==> src/rtl/vram_responder_if.sv <==
// Bus bundle between VRAM clients, the responder and the VRAM itself.
// Signal names carry the responder's point of view (_i into it, _o out of it).
interface vram_responder_if #(
  parameter int ADDR_W = 15,
  parameter int DATA_W = 32
);
  logic              rd0_strobe_i;
  logic [ADDR_W-1:0] rd0_addr_i;
  logic              rd0_ack_o;
  logic [DATA_W-1:0] rd0_data_o;
  logic              rd1_strobe_i;
  logic [ADDR_W-1:0] rd1_addr_i;
  logic              rd1_ack_o;
  logic [DATA_W-1:0] rd1_data_o;
  logic              wr_strobe_i;
  logic [ADDR_W-1:0] wr_addr_i;
  logic [DATA_W-1:0] wr_data_i;
  logic [3:0]        wr_be_i;
  logic              wr_ack_o;
  logic [ADDR_W-1:0] mem_addr_o;
  logic              mem_we_o;
  logic [3:0]        mem_be_o;
  logic [DATA_W-1:0] mem_wdata_o;
  logic [DATA_W-1:0] mem_rdata_i;

  // Responder side
  modport slave (
    input  rd0_strobe_i, rd0_addr_i, rd1_strobe_i, rd1_addr_i,
    input  wr_strobe_i, wr_addr_i, wr_data_i, wr_be_i, mem_rdata_i,
    output rd0_ack_o, rd0_data_o, rd1_ack_o, rd1_data_o, wr_ack_o,
    output mem_addr_o, mem_we_o, mem_be_o, mem_wdata_o
  );

  // Client / memory side
  modport master (
    output rd0_strobe_i, rd0_addr_i, rd1_strobe_i, rd1_addr_i,
    output wr_strobe_i, wr_addr_i, wr_data_i, wr_be_i, mem_rdata_i,
    input  rd0_ack_o, rd0_data_o, rd1_ack_o, rd1_data_o, wr_ack_o,
    input  mem_addr_o, mem_we_o, mem_be_o, mem_wdata_o
  );
endinterface

==> src/rtl/vram_responder.sv <==
// VRAM responder: two read ports and one write port onto a single-port
// synchronous VRAM. Port 0 has fixed priority; port 1 and the write port
// share a round-robin pointer. One transaction in flight at a time.
module vram_responder #(
  parameter int ADDR_W       = 15,
  parameter int DATA_W       = 32,
  parameter int READ_LATENCY = 1
) (
  input  logic             clk_i,
  input  logic             rst_i,
  vram_responder_if.slave  bus
);

  localparam int CNT_W = (READ_LATENCY < 1) ? 1 : $clog2(READ_LATENCY + 1);

  typedef enum logic [2:0] {
    S_IDLE,
    S_RD_WAIT,
    S_RD_ACK,
    S_WR,
    S_WR_ACK
  } state_e;

  typedef enum logic [1:0] {
    P_RD0,
    P_RD1,
    P_WR
  } port_e;

  state_e            state_q, state_d;
  port_e             port_q, port_d;
  logic [CNT_W-1:0]  cnt_q, cnt_d;
  logic              rr_wr_q, rr_wr_d;   // 1: write port wins a tie with rd1
  logic [ADDR_W-1:0] mem_addr_q, mem_addr_d;
  logic              mem_we_q, mem_we_d;
  logic [3:0]        mem_be_q, mem_be_d;
  logic [DATA_W-1:0] mem_wdata_q, mem_wdata_d;
  logic [DATA_W-1:0] rd0_data_q, rd0_data_d;
  logic [DATA_W-1:0] rd1_data_q, rd1_data_d;

  // Arbitration in IDLE, read latency countdown, data capture
  always_comb begin
    state_d     = state_q;
    port_d      = port_q;
    cnt_d       = cnt_q;
    rr_wr_d     = rr_wr_q;
    mem_addr_d  = mem_addr_q;
    mem_we_d    = 1'b0;
    mem_be_d    = mem_be_q;
    mem_wdata_d = mem_wdata_q;
    rd0_data_d  = rd0_data_q;
    rd1_data_d  = rd1_data_q;
    case (state_q)
      S_IDLE: begin
        if (bus.rd0_strobe_i) begin
          port_d     = P_RD0;
          mem_addr_d = bus.rd0_addr_i;
          cnt_d      = CNT_W'(READ_LATENCY);
          state_d    = S_RD_WAIT;
        end else if (bus.rd1_strobe_i && (!bus.wr_strobe_i || !rr_wr_q)) begin
          port_d     = P_RD1;
          mem_addr_d = bus.rd1_addr_i;
          cnt_d      = CNT_W'(READ_LATENCY);
          rr_wr_d    = 1'b1;
          state_d    = S_RD_WAIT;
        end else if (bus.wr_strobe_i) begin
          port_d      = P_WR;
          mem_addr_d  = bus.wr_addr_i;
          mem_be_d    = bus.wr_be_i;
          mem_wdata_d = bus.wr_data_i;
          mem_we_d    = 1'b1;
          rr_wr_d     = 1'b0;
          state_d     = S_WR;
        end
      end
      S_RD_WAIT: begin
        if (cnt_q == '0) begin
          if (port_q == P_RD0) rd0_data_d = bus.mem_rdata_i;
          else                 rd1_data_d = bus.mem_rdata_i;
          state_d = S_RD_ACK;
        end else begin
          cnt_d = cnt_q - CNT_W'(1);
        end
      end
      S_RD_ACK: state_d = S_IDLE;
      S_WR:     state_d = S_WR_ACK;
      S_WR_ACK: state_d = S_IDLE;
      default:  state_d = S_IDLE;
    endcase
  end

  // State and datapath registers; async reset aborts any transaction
  always_ff @(posedge clk_i or posedge rst_i) begin
    if (rst_i) begin
      state_q     <= S_IDLE;
      port_q      <= P_RD0;
      cnt_q       <= '0;
      rr_wr_q     <= 1'b0;
      mem_addr_q  <= '0;
      mem_we_q    <= 1'b0;
      mem_be_q    <= '0;
      mem_wdata_q <= '0;
      rd0_data_q  <= '0;
      rd1_data_q  <= '0;
    end else begin
      state_q     <= state_d;
      port_q      <= port_d;
      cnt_q       <= cnt_d;
      rr_wr_q     <= rr_wr_d;
      mem_addr_q  <= mem_addr_d;
      mem_we_q    <= mem_we_d;
      mem_be_q    <= mem_be_d;
      mem_wdata_q <= mem_wdata_d;
      rd0_data_q  <= rd0_data_d;
      rd1_data_q  <= rd1_data_d;
    end
  end

  assign bus.rd0_ack_o   = (state_q == S_RD_ACK) && (port_q == P_RD0);
  assign bus.rd1_ack_o   = (state_q == S_RD_ACK) && (port_q == P_RD1);
  assign bus.wr_ack_o    = (state_q == S_WR_ACK);
  assign bus.rd0_data_o  = rd0_data_q;
  assign bus.rd1_data_o  = rd1_data_q;
  assign bus.mem_addr_o  = mem_addr_q;
  assign bus.mem_we_o    = mem_we_q;
  assign bus.mem_be_o    = mem_be_q;
  assign bus.mem_wdata_o = mem_wdata_q;

endmodule
==> src/flat_wrapper.sv <==
// flat-port wrapper written by rule: the top's interface ports become plain ports
module vram_responder_flat 
#(
  parameter int ADDR_W       = 15,
  parameter int DATA_W       = 32,
  parameter int READ_LATENCY = 1
)
  (clk_i, rst_i, bus_rd0_strobe_i, bus_rd0_addr_i, bus_rd1_strobe_i, bus_rd1_addr_i, bus_wr_strobe_i, bus_wr_addr_i, bus_wr_data_i, bus_wr_be_i, bus_mem_rdata_i, bus_rd0_ack_o, bus_rd0_data_o, bus_rd1_ack_o, bus_rd1_data_o, bus_wr_ack_o, bus_mem_addr_o, bus_mem_we_o, bus_mem_be_o, bus_mem_wdata_o);
  vram_responder_if #(.ADDR_W(ADDR_W), .DATA_W(DATA_W)) bus_i ();
  input  logic clk_i;
  input  logic rst_i;
  input wire logic [$bits(bus_i.rd0_strobe_i)-1:0] bus_rd0_strobe_i;
  input wire logic [$bits(bus_i.rd0_addr_i)-1:0] bus_rd0_addr_i;
  input wire logic [$bits(bus_i.rd1_strobe_i)-1:0] bus_rd1_strobe_i;
  input wire logic [$bits(bus_i.rd1_addr_i)-1:0] bus_rd1_addr_i;
  input wire logic [$bits(bus_i.wr_strobe_i)-1:0] bus_wr_strobe_i;
  input wire logic [$bits(bus_i.wr_addr_i)-1:0] bus_wr_addr_i;
  input wire logic [$bits(bus_i.wr_data_i)-1:0] bus_wr_data_i;
  input wire logic [$bits(bus_i.wr_be_i)-1:0] bus_wr_be_i;
  input wire logic [$bits(bus_i.mem_rdata_i)-1:0] bus_mem_rdata_i;
  output wire logic [$bits(bus_i.rd0_ack_o)-1:0] bus_rd0_ack_o;
  output wire logic [$bits(bus_i.rd0_data_o)-1:0] bus_rd0_data_o;
  output wire logic [$bits(bus_i.rd1_ack_o)-1:0] bus_rd1_ack_o;
  output wire logic [$bits(bus_i.rd1_data_o)-1:0] bus_rd1_data_o;
  output wire logic [$bits(bus_i.wr_ack_o)-1:0] bus_wr_ack_o;
  output wire logic [$bits(bus_i.mem_addr_o)-1:0] bus_mem_addr_o;
  output wire logic [$bits(bus_i.mem_we_o)-1:0] bus_mem_we_o;
  output wire logic [$bits(bus_i.mem_be_o)-1:0] bus_mem_be_o;
  output wire logic [$bits(bus_i.mem_wdata_o)-1:0] bus_mem_wdata_o;
  assign bus_i.rd0_strobe_i = bus_rd0_strobe_i;
  assign bus_i.rd0_addr_i = bus_rd0_addr_i;
  assign bus_i.rd1_strobe_i = bus_rd1_strobe_i;
  assign bus_i.rd1_addr_i = bus_rd1_addr_i;
  assign bus_i.wr_strobe_i = bus_wr_strobe_i;
  assign bus_i.wr_addr_i = bus_wr_addr_i;
  assign bus_i.wr_data_i = bus_wr_data_i;
  assign bus_i.wr_be_i = bus_wr_be_i;
  assign bus_i.mem_rdata_i = bus_mem_rdata_i;
  assign bus_rd0_ack_o = bus_i.rd0_ack_o;
  assign bus_rd0_data_o = bus_i.rd0_data_o;
  assign bus_rd1_ack_o = bus_i.rd1_ack_o;
  assign bus_rd1_data_o = bus_i.rd1_data_o;
  assign bus_wr_ack_o = bus_i.wr_ack_o;
  assign bus_mem_addr_o = bus_i.mem_addr_o;
  assign bus_mem_we_o = bus_i.mem_we_o;
  assign bus_mem_be_o = bus_i.mem_be_o;
  assign bus_mem_wdata_o = bus_i.mem_wdata_o;
  vram_responder #(.ADDR_W(ADDR_W), .DATA_W(DATA_W), .READ_LATENCY(READ_LATENCY)) u_core (.clk_i(clk_i), .rst_i(rst_i), .bus(bus_i));
endmodule
==> config.mk <==
export PLATFORM = sky130hd
export DESIGN_NAME = vram_responder_flat
export DESIGN_NICKNAME = d
export VERILOG_FILES = /design/src/rtl/vram_responder_if.sv /design/src/rtl/vram_responder.sv /design/src/flat_wrapper.sv
export SDC_FILE = /design/constraint.sdc
export NUM_CORES = 1
export LEC_CHECK = 0
export ABC_AREA = 1
export CORE_MARGIN = 2
export CORE_UTILIZATION = 38
export DETAILED_ROUTE_END_ITERATION = 8
export GPL_ROUTABILITY_DRIVEN = 0
export HOLD_SLACK_MARGIN = 0.12
export PLACE_DENSITY = 0.8
export SLEW_MARGIN = 0
export SYNTH_ARGS = -nofsm -noshare
export SYNTH_HDL_FRONTEND = slang
export SYNTH_SLANG_ARGS = --single-unit
export TNS_END_PERCENT = 50
==> constraint.sdc <==
create_clock -name clk_i -period 4.8 [get_ports clk_i]
set_input_delay 1.44 -clock clk_i [delete_from_list [all_inputs] [get_ports clk_i]]
set_output_delay 1.44 -clock clk_i [all_outputs]
set_load 0.01 [all_outputs]
# [Word level (Yosys, flattened, before mapping)]
# Index checks and enable logic that the tools add are counted.
# Widths: inputs -> output; s select.
[op_classes] muxes=21 reduce_logical=18 addsub=1 bitwise=4 eq_ne=8
[ops] cell="$mux 15" n=3
[ops] cell="$mux 3" n=4
[ops] cell="$mux 1" n=9
[ops] cell="$pmux 3 s3" n=1
[ops] cell="$reduce_and 3->1" n=3
[ops] cell="$eq 3x2->1 const B" n=2
[ops] cell="$mux 2" n=3
[ops] cell="$reduce_and 2->1" n=3
[ops] cell="$ne 4x3->1 const B" n=1
[ops] cell="$not 1->1" n=4
[ops] cell="$reduce_and 4->1" n=1
[ops] cell="$reduce_bool 2->1" n=2
[ops] cell="$eq 3x1->1 const B" n=1
[ops] cell="$eq 3x3->1 const B" n=1
[ops] cell="$logic_and 1x1->1" n=3
[ops] cell="$logic_not 3->1" n=1
[ops] cell="$ne 3x2->1 const B" n=1
[ops] cell="$reduce_bool 3->1" n=1
[ops] cell="$eq 2x1->1 const B" n=1
[ops] cell="$logic_not 1->1" n=2
[ops] cell="$logic_not 2->1" n=1
[ops] cell="$ne 2x2->1 const B" n=1
[ops] cell="$pmux 1 s2" n=1
[ops] cell="$logic_or 1x1->1" n=1
[ops] cell="$sub 1x1->1 const B" n=1
[totals] regBits=123 wordCells=62

# [Logic depth before layout (Yosys ltp)]
[depth] depth_word=6 mapped_depth=9 mapped_depth_nobuf=7

# [Worst setup path after synthesis]
# OpenSTA, ideal clock, no wires.
[synth_timing] path_type="input to register" start="in bus_rd0_strobe_i" end="reg u_core.mem_wdata_q[10], in the netlist u_core.bus.mem_wdata_o[10]" path_buffers=3 t_arrival_ns=2.197 path_stages=9 t_required_ns=4.684 setup_slack_ns=2.487 setup_time_ns=0.116 path_cell_list="buf_6 inv_4 nand2_2 nor2_2 nand2_2 buf_6 buf_6 nand2_1 nand2_1"
[synth_via] elab_chain_len=2
[synth_rtl] element="start, declared" line="flat_wrapper.sv:12" rtl="input wire logic [$bits(bus_i.rd0_strobe_i)-1:0] bus_rd0_strobe_i;"
[synth_rtl] element="$not 1->1 (no line)"
[synth_rtl] element="$reduce_and 4->1 (no line)"
[synth_rtl] element="end signal, assigned" line="vram_responder.sv:113" rtl="mem_wdata_q <= mem_wdata_d;"
[synth_rtl] element="end, declared" line="vram_responder.sv:37" rtl="logic [DATA_W-1:0] mem_wdata_q, mem_wdata_d;"
# Every way passes these cells.
# A chain may end at the register's enable or synchronous reset.

# [Final worst setup path]
[layout_timing] start="in bus_wr_strobe_i" end="reg u_core.mem_wdata_q[13], in the netlist u_core.bus.mem_wdata_o[13]"
[layout_via] elab_chain_len=5
[layout_rtl] element="start, declared" line="flat_wrapper.sv:16" rtl="input wire logic [$bits(bus_i.wr_strobe_i)-1:0] bus_wr_strobe_i;"
[layout_rtl] element="$logic_not 1->1" line="vram_responder.sv:60" rtl="end else if (bus.rd1_strobe_i && (!bus.wr_strobe_i || !rr_wr_q)) begin"
[layout_rtl] element="$logic_or 1x1->1" line="vram_responder.sv:60"
[layout_rtl] element="$logic_and 1x1->1" line="vram_responder.sv:60"
[layout_rtl] element="$not 1->1 (no line)"
[layout_rtl] element="$reduce_and 4->1 (no line) (*)"
# Mark *: on every way between the ends. The rest lies on a longest branch, timed or not.

==> flow_metrics.env <==
export IMPL_status="finished clean"
export IMPL_setup_viol=0
export IMPL_cp_arrival_ns=3.64
export IMPL_p_per_area_mw_per_mm2=654.2
export IMPL_num_nets_final=916
export IMPL_synth_nets=688
export IMPL_grt_ovfl_total=0
export IMPL_cts_buffers=17
export IMPL_dieArea_sq_mm=0.01485
export IMPL_grt_pass1_wl_microns=22190
export IMPL_drt_iter0_markers=304
export IMPL_pwr_share_comb_pct=42.5
export IMPL_finalHoldViolCount=0
export IMPL_rows=43
export IMPL_yosysWarnings=0
export IMPL_fp_dieW_microns=121.9
export IMPL_htreeDepth=4
export IMPL_final_common_cell="nand2_1"
export IMPL_cts_resized=0
export IMPL_diodes=0
export IMPL_clockBufferDepth=2
export IMPL_start_kind="primary input"
export IMPL_drive_gt1_share_pct=9.765
export IMPL_vias=4620
export IMPL_fmax_mhz=302.8
export IMPL_p_leak_nw=3.915
export IMPL_skew_ns=0.006534
export IMPL_finalCritPeriodShare_pct=68.79
export IMPL_syn_to_final_growth_pct=55.72
export IMPL_io_pins=237
export IMPL_cts_clk_slew_worst_paths_ns=0.05
export IMPL_grt_pass1_vias=4500
export IMPL_seqPwrFrac_pct=33.8
export IMPL_grt_max_degree=65
export IMPL_cts_hold_buf=0
export IMPL_start_util_pct=38.48
export IMPL_fin_crit_ns=3.302
export IMPL_slew_headroom_pct=43.24
export IMPL_crit_fanout=38
export IMPL_synthDistinctLibCells=23
export IMPL_root_buffer="clkbuf_16"
export IMPL_tritoncts="done"
export IMPL_final_cell_mix="nand2_1, clkdlybuf4s50_1, dfrtp_1"
export IMPL_seqCellArea_sq_mm=0.003078
export IMPL_syn_cell_area_sq_mm=0.005279
export IMPL_syn_inst=570
export IMPL_die_h_microns=121.9
export IMPL_clk_latency_ns=0.41
export IMPL_setup_slack_ns=1.498
export IMPL_grt_usage_pct=19.34
export IMPL_switching_power_mw=1.794
export IMPL_io_buffers=236
export IMPL_wl_per_cell_microns=14.26
export IMPL_synth_top_cell_area_share_pct=58.31
export IMPL_reg2reg_slack_ns=2.70
export IMPL_post_cts_repair_setup_buffers=0
export IMPL_dp_hpwl_microns=9913
export IMPL_firstDrtPassIters=4
export IMPL_peakVddDrop_mv=0.3244
export IMPL_worst_hold_path_type="flop to flop"
export IMPL_synth_avg_cell_area_sq_um=9.261
export IMPL_dp_slack_ns=1.076
export IMPL_p_clk_share_pct=23.7
export IMPL_ys_ff_latch=123
export IMPL_yosysSeqAreaShare_pct=58.31
export IMPL_rsz0062_at_grt="no"
export IMPL_tightestPinTransition_ns=0.8514
export IMPL_multiInputGateArea_sq_mm=0.001757
export IMPL_slew_violations=0
export IMPL_drt_total_wl_microns=14110
export IMPL_coreArea_sq_mm=0.01372
export IMPL_cts_sinks=123
export IMPL_routed_via_density=4.671
export IMPL_critPathCaptureType="flop"
export IMPL_synth_area_leaders="dfrtp_1, nand2_1, o21ai_2"
export IMPL_required_ns=5.14
export IMPL_grt_antenna_before_repair=0
export IMPL_sw_frac_of_total_pct=33.36
export IMPL_fill_cells=1166
export IMPL_ant_nets=0
export IMPL_route_detailed_drc=0
export IMPL_yosysTopAreaCell="dfrtp_1"
export IMPL_cap_viol_max_count=0
export IMPL_fin_tns_setup_ns=0
export IMPL_crit_type="primary input to flop"
export IMPL_p_int_mw=3.584
area by class of cell:
cell class,count,area share [%]
well taps,180,2.740
clock inverters,7,1.385
inverters,43,2.085
flip-flops and latches,123,37.44
multi-input cells,374,21.37
repair buffers,239,29.16
clock buffers,23,5.814
power by group through the flow:
stage / registers, mW / clock network, mW / logic [mW]
floorplan: 2.02 / 0 / 0.908
global placement: 1.81 / 0 / 2.25
detailed placement: 1.82 / 0 / 2.31
CTS: 1.82 / 1.30 / 2.32
global route: 1.86 / 1.35 / 2.50
finish: 1.82 / 1.27 / 2.29
path summary, 6_finish.rpt:
kind,start,to,cells past startpoint
max,bus_wr_strobe_i,u_core.bus.mem_wdata_o[13]$_DFFE_PP0P_,7
min,u_core.bus.mem_addr_o[10]$_DFFE_PP0P_,u_core.bus.mem_addr_o[10]$_DFFE_PP0P_,2
max reg2reg,u_core.rr_wr_q$_DFFE_PP0P_,u_core.bus.mem_wdata_o[13]$_DFFE_PP0P_,6
min reg2reg,u_core.bus.mem_addr_o[10]$_DFFE_PP0P_,u_core.bus.mem_addr_o[10]$_DFFE_PP0P_,2
max in group asynchronous,rst_i,u_core.bus.mem_addr_o[5]$_DFFE_PP0P_,3
min in group asynchronous,rst_i,u_core.bus.rd1_data_o[14]$_DFFE_PP0P_,2
state kept, by name, indices dropped and copies added (netlist names):
signal / cells
u_core.rr_wr_q: 1
u_core.bus.mem_addr_o: 15
u_core.bus.mem_we_o: 1
u_core.cnt_q: 1
u_core.bus.rd0_data_o: 32
u_core.bus.rd1_data_o: 32
u_core.bus.mem_be_o: 4
u_core.state_q: 3
u_core.port_q: 2
u_core.bus.mem_wdata_o: 32
worst max-delay path, cell delays in order:
cell,delay (ns)
clkdlybuf4s50_1,0.54
nand2_2,0.24
nand2_4,0.27
nand2_2,0.45
inv_4,0.47
nand2_1,0.12
nand2_1,0.08
metal layers:
metal	GRT usage (%)	wire [microns]	up-vias
li1	-	-	2261
met1	23.34	5797	2171
met2	31.98	7033	158
met3	6.461	891	30
met4	7.615	383	0
met5	0	0	-
cell families (layout without fill, tap and decap cells):
logic type      count (synthesis)  count (layout)  share of synthesized area [%]
compound gates                 69              69                          8.746
buf+inv                        73             312                          8.414
flops                         123             123                          58.31
simple gates                  305             305                          24.53
metrics by stage:
| stage | cells | cell area [sq um] | hold slack (ns) | utilization (%) | power [mW] |
|---|---|---|---|---|---|
| 2_1_floorplan | 570 | 5279 | 0.4491 | - | 2.928 |
| 3_3_place_gp | 959 | 7629 | 0.4614 | 55.60 | 4.067 |
| 3_5_place_dp | 959 | 7629 | 0.4635 | 55.60 | 4.133 |
| 4_1_cts | 989 | 8220 | 0.4785 | 59.92 | 5.441 |
| 5_1_grt | 989 | 8220 | 0.4922 | 59.92 | 5.711 |
| 6_report | 989 | 8220 | 0.4727 | 59.92 | 5.378 |
synth_stat cells, drive strengths merged:
master  instances
buf            27
clkbuf          3
dfrtp         123
inv            43
nor2            6
nand3          33
o21ai          67
nand4          16
a21oi           2
nor3            3
nand2         247
(Power assumes the default switching activity.)
==> edit (same settings) <==
`DATA_W` is set to 32 in 3 places; all go to 48.
--- a/src/rtl/vram_responder_if.sv
+++ b/src/rtl/vram_responder_if.sv
@@ -4,3 +4,3 @@
   parameter int ADDR_W = 15,
-  parameter int DATA_W = 32
+  parameter int DATA_W = 48
 );
--- a/src/rtl/vram_responder.sv
+++ b/src/rtl/vram_responder.sv
@@ -5,3 +5,3 @@
   parameter int ADDR_W       = 15,
-  parameter int DATA_W       = 32,
+  parameter int DATA_W       = 48,
   parameter int READ_LATENCY = 1
--- a/src/flat_wrapper.sv
+++ b/src/flat_wrapper.sv
@@ -4,3 +4,3 @@
   parameter int ADDR_W       = 15,
-  parameter int DATA_W       = 32,
+  parameter int DATA_W       = 48,
   parameter int READ_LATENCY = 1
Ports: changed (5 resized); port bits go from 237 to 317. The function was not compared with the original's and may differ.
==> edit against the unedited design <==
- wire length is 40% higher
- worst setup slack worse by 59 ps
- non-clock buffer count is 82 higher
- clock skew is 2.1 ps higher
- synthesized area is 31% higher
- cell area is 31% higher
- sequential cell count is 48 higher
- sequential share of layout area is 2.4 points higher
- worst hold slack worse by 1.8 ps
- utilization is 0.13 points higher
- critical endpoint is now bus_rd1_ack_o
- total power is 29% higher
- critical path depth is 3 lower
==> edit: results (changes against the unedited design) <==
Outcome
  • Status: complete, no violations

Place
  • Inst Count DP: 1267 (+32%)
  • Port buffer count: 316 (+34%)
  • Final HPWL DP: 14.2 mm (+43%)
  • DP Area: 0.0102 mm2 (+33%)

Synth
  • Mapped Nets: 913 (+33%)
  • Top cells by count, synth: nand2_1, dfrtp_1, nand3_1
  • Unique masters post-synth: 21 (-8.7%)
  • Synth top area cells: dfrtp_1, nand2_1, nand3_1
  • Post-synthesis sequential area ratio: 61.7% (+3.4 points)

Global routing
  • Largest net degree at the start of global routing: 172 (+160%)
  • Global-route wire length before repair: 31.8 mm (+43%)

Route
  • Vias: 6219 (+35%)
  • WL final: 19.7 mm (+40%)
  • Initial DRC count: 331 (+8.9%)

Worst hold path
  • Hold endpoint: u_core.bus.mem_wdata_o[21]
  • Hold Path Origin: u_core.bus.mem_wdata_o[21]

Worst setup path
  • Reg2reg setup slack: 2600 ps (-100 ps)
  • Crit path largest cell delay: 620 ps (+80 ps)
  • Worst Path Arrival: 1920 ps (-1720 ps)

Cells and area
  • Nets@finish: 1207 (+32%)
  • Fraction of layout cells with a size suffix above 1: 4.58% (-5.2 points)
  • Final-layout fill cell count: 1555 (+33%)

Power
  • Switch Pwr: 0.00247 W (+38%)
  • VDD IR-drop max: 380 uV (+17%)
  • Lkg Pwr: 5.11 nW (+31%)

STA
  • Clk_skew: 8.67 ps (+2.14 ps)
-- edit: area by class of cell --
| class | count | area (um2) | share of cell area (%) |
|---|---|---|---|
| Clock inverter | 13 | 135 | 1.26 |
| Tap cell | 229 | 287 | 2.67 |
| Multi-Input combinational cell | 488 | 2170 | 20.2 |
| Timing Repair Buffer | 321 | 3210 | 29.9 |
| Sequential cell | 171 | 4280 | 39.8 |
| Clock buffer | 18 | 439 | 4.09 |
| Inverter | 58 | 221 | 2.06 |
-- edit: power groups by stage --
stage | Combinational, W | Clock [W] | Sequential [W]
floorplan | 0.00106 | 0 | 0.00283
global placement | 0.00306 | 0 | 0.00252
detailed placement | 0.00313 | 0 | 0.00255
CTS | 0.00314 | 0.00137 | 0.00253
global route | 0.00337 | 0.00143 | 0.00262
finish | 0.00310 | 0.00133 | 0.00253
-- edit: how the worst max path moves through the flow --
stage | start | endpoint | slack [ps] | depth (start not counted)
global route | u_core.state_q[2] | bus_rd1_ack_o | 1300 | 4
detailed placement | bus_rd0_strobe_i | u_core.bus.mem_addr_o[1] | 1360 | 6
finish | u_core.state_q[2] | bus_rd1_ack_o | 1440 | 4
floorplan | rst_i | u_core.bus.mem_addr_o[0] | 1180 | 1
CTS | u_core.state_q[2] | bus_rd1_ack_o | 1390 | 4
global placement | bus_rd0_strobe_i | u_core.bus.mem_addr_o[13] | 1430 | 6
-- edit: worst max-delay path: cells and delay by family, from the launching register on --
kind                   cells  cell delay (ps)
buffers and inverters      2              740
flip-flops                 1              420
AND/OR/NAND/NOR            2              350
-- edit: logic make-up (layout without fill, tap and decap cells) --
| family | after synthesis | count (layout) | share of synthesized area (%) |
|---|---|---|---|
| DFF | 171 | 171 | 61.7 |
| AOI/OAI and AO/OA | 101 | 101 | 7.45 |
| and+or+nand+nor | 387 | 387 | 23.8 |
| buffers and inverters | 104 | 410 | 7.00 |
-- edit: per-layer routing --
metal	global-route usage (%)	vias up	wire, um
li1	-	3039	-
met1	25.0	2893	8010
met2	34.3	245	9950
met3	4.28	42	1160
met4	8.93	0	600
met5	0	-	0
-- edit: stage by stage --
step | hold WS (ps) | setup WS, ps | util, %
2_1_floorplan | 460 | 1180 | -
3_3_place_gp | 454 | 1430 | 56.8
3_5_place_dp | 458 | 1360 | 56.8
4_1_cts | 474 | 1390 | 60.0
5_1_grt | 496 | 1300 | 60.0
6_report | 471 | 1440 | 60.0
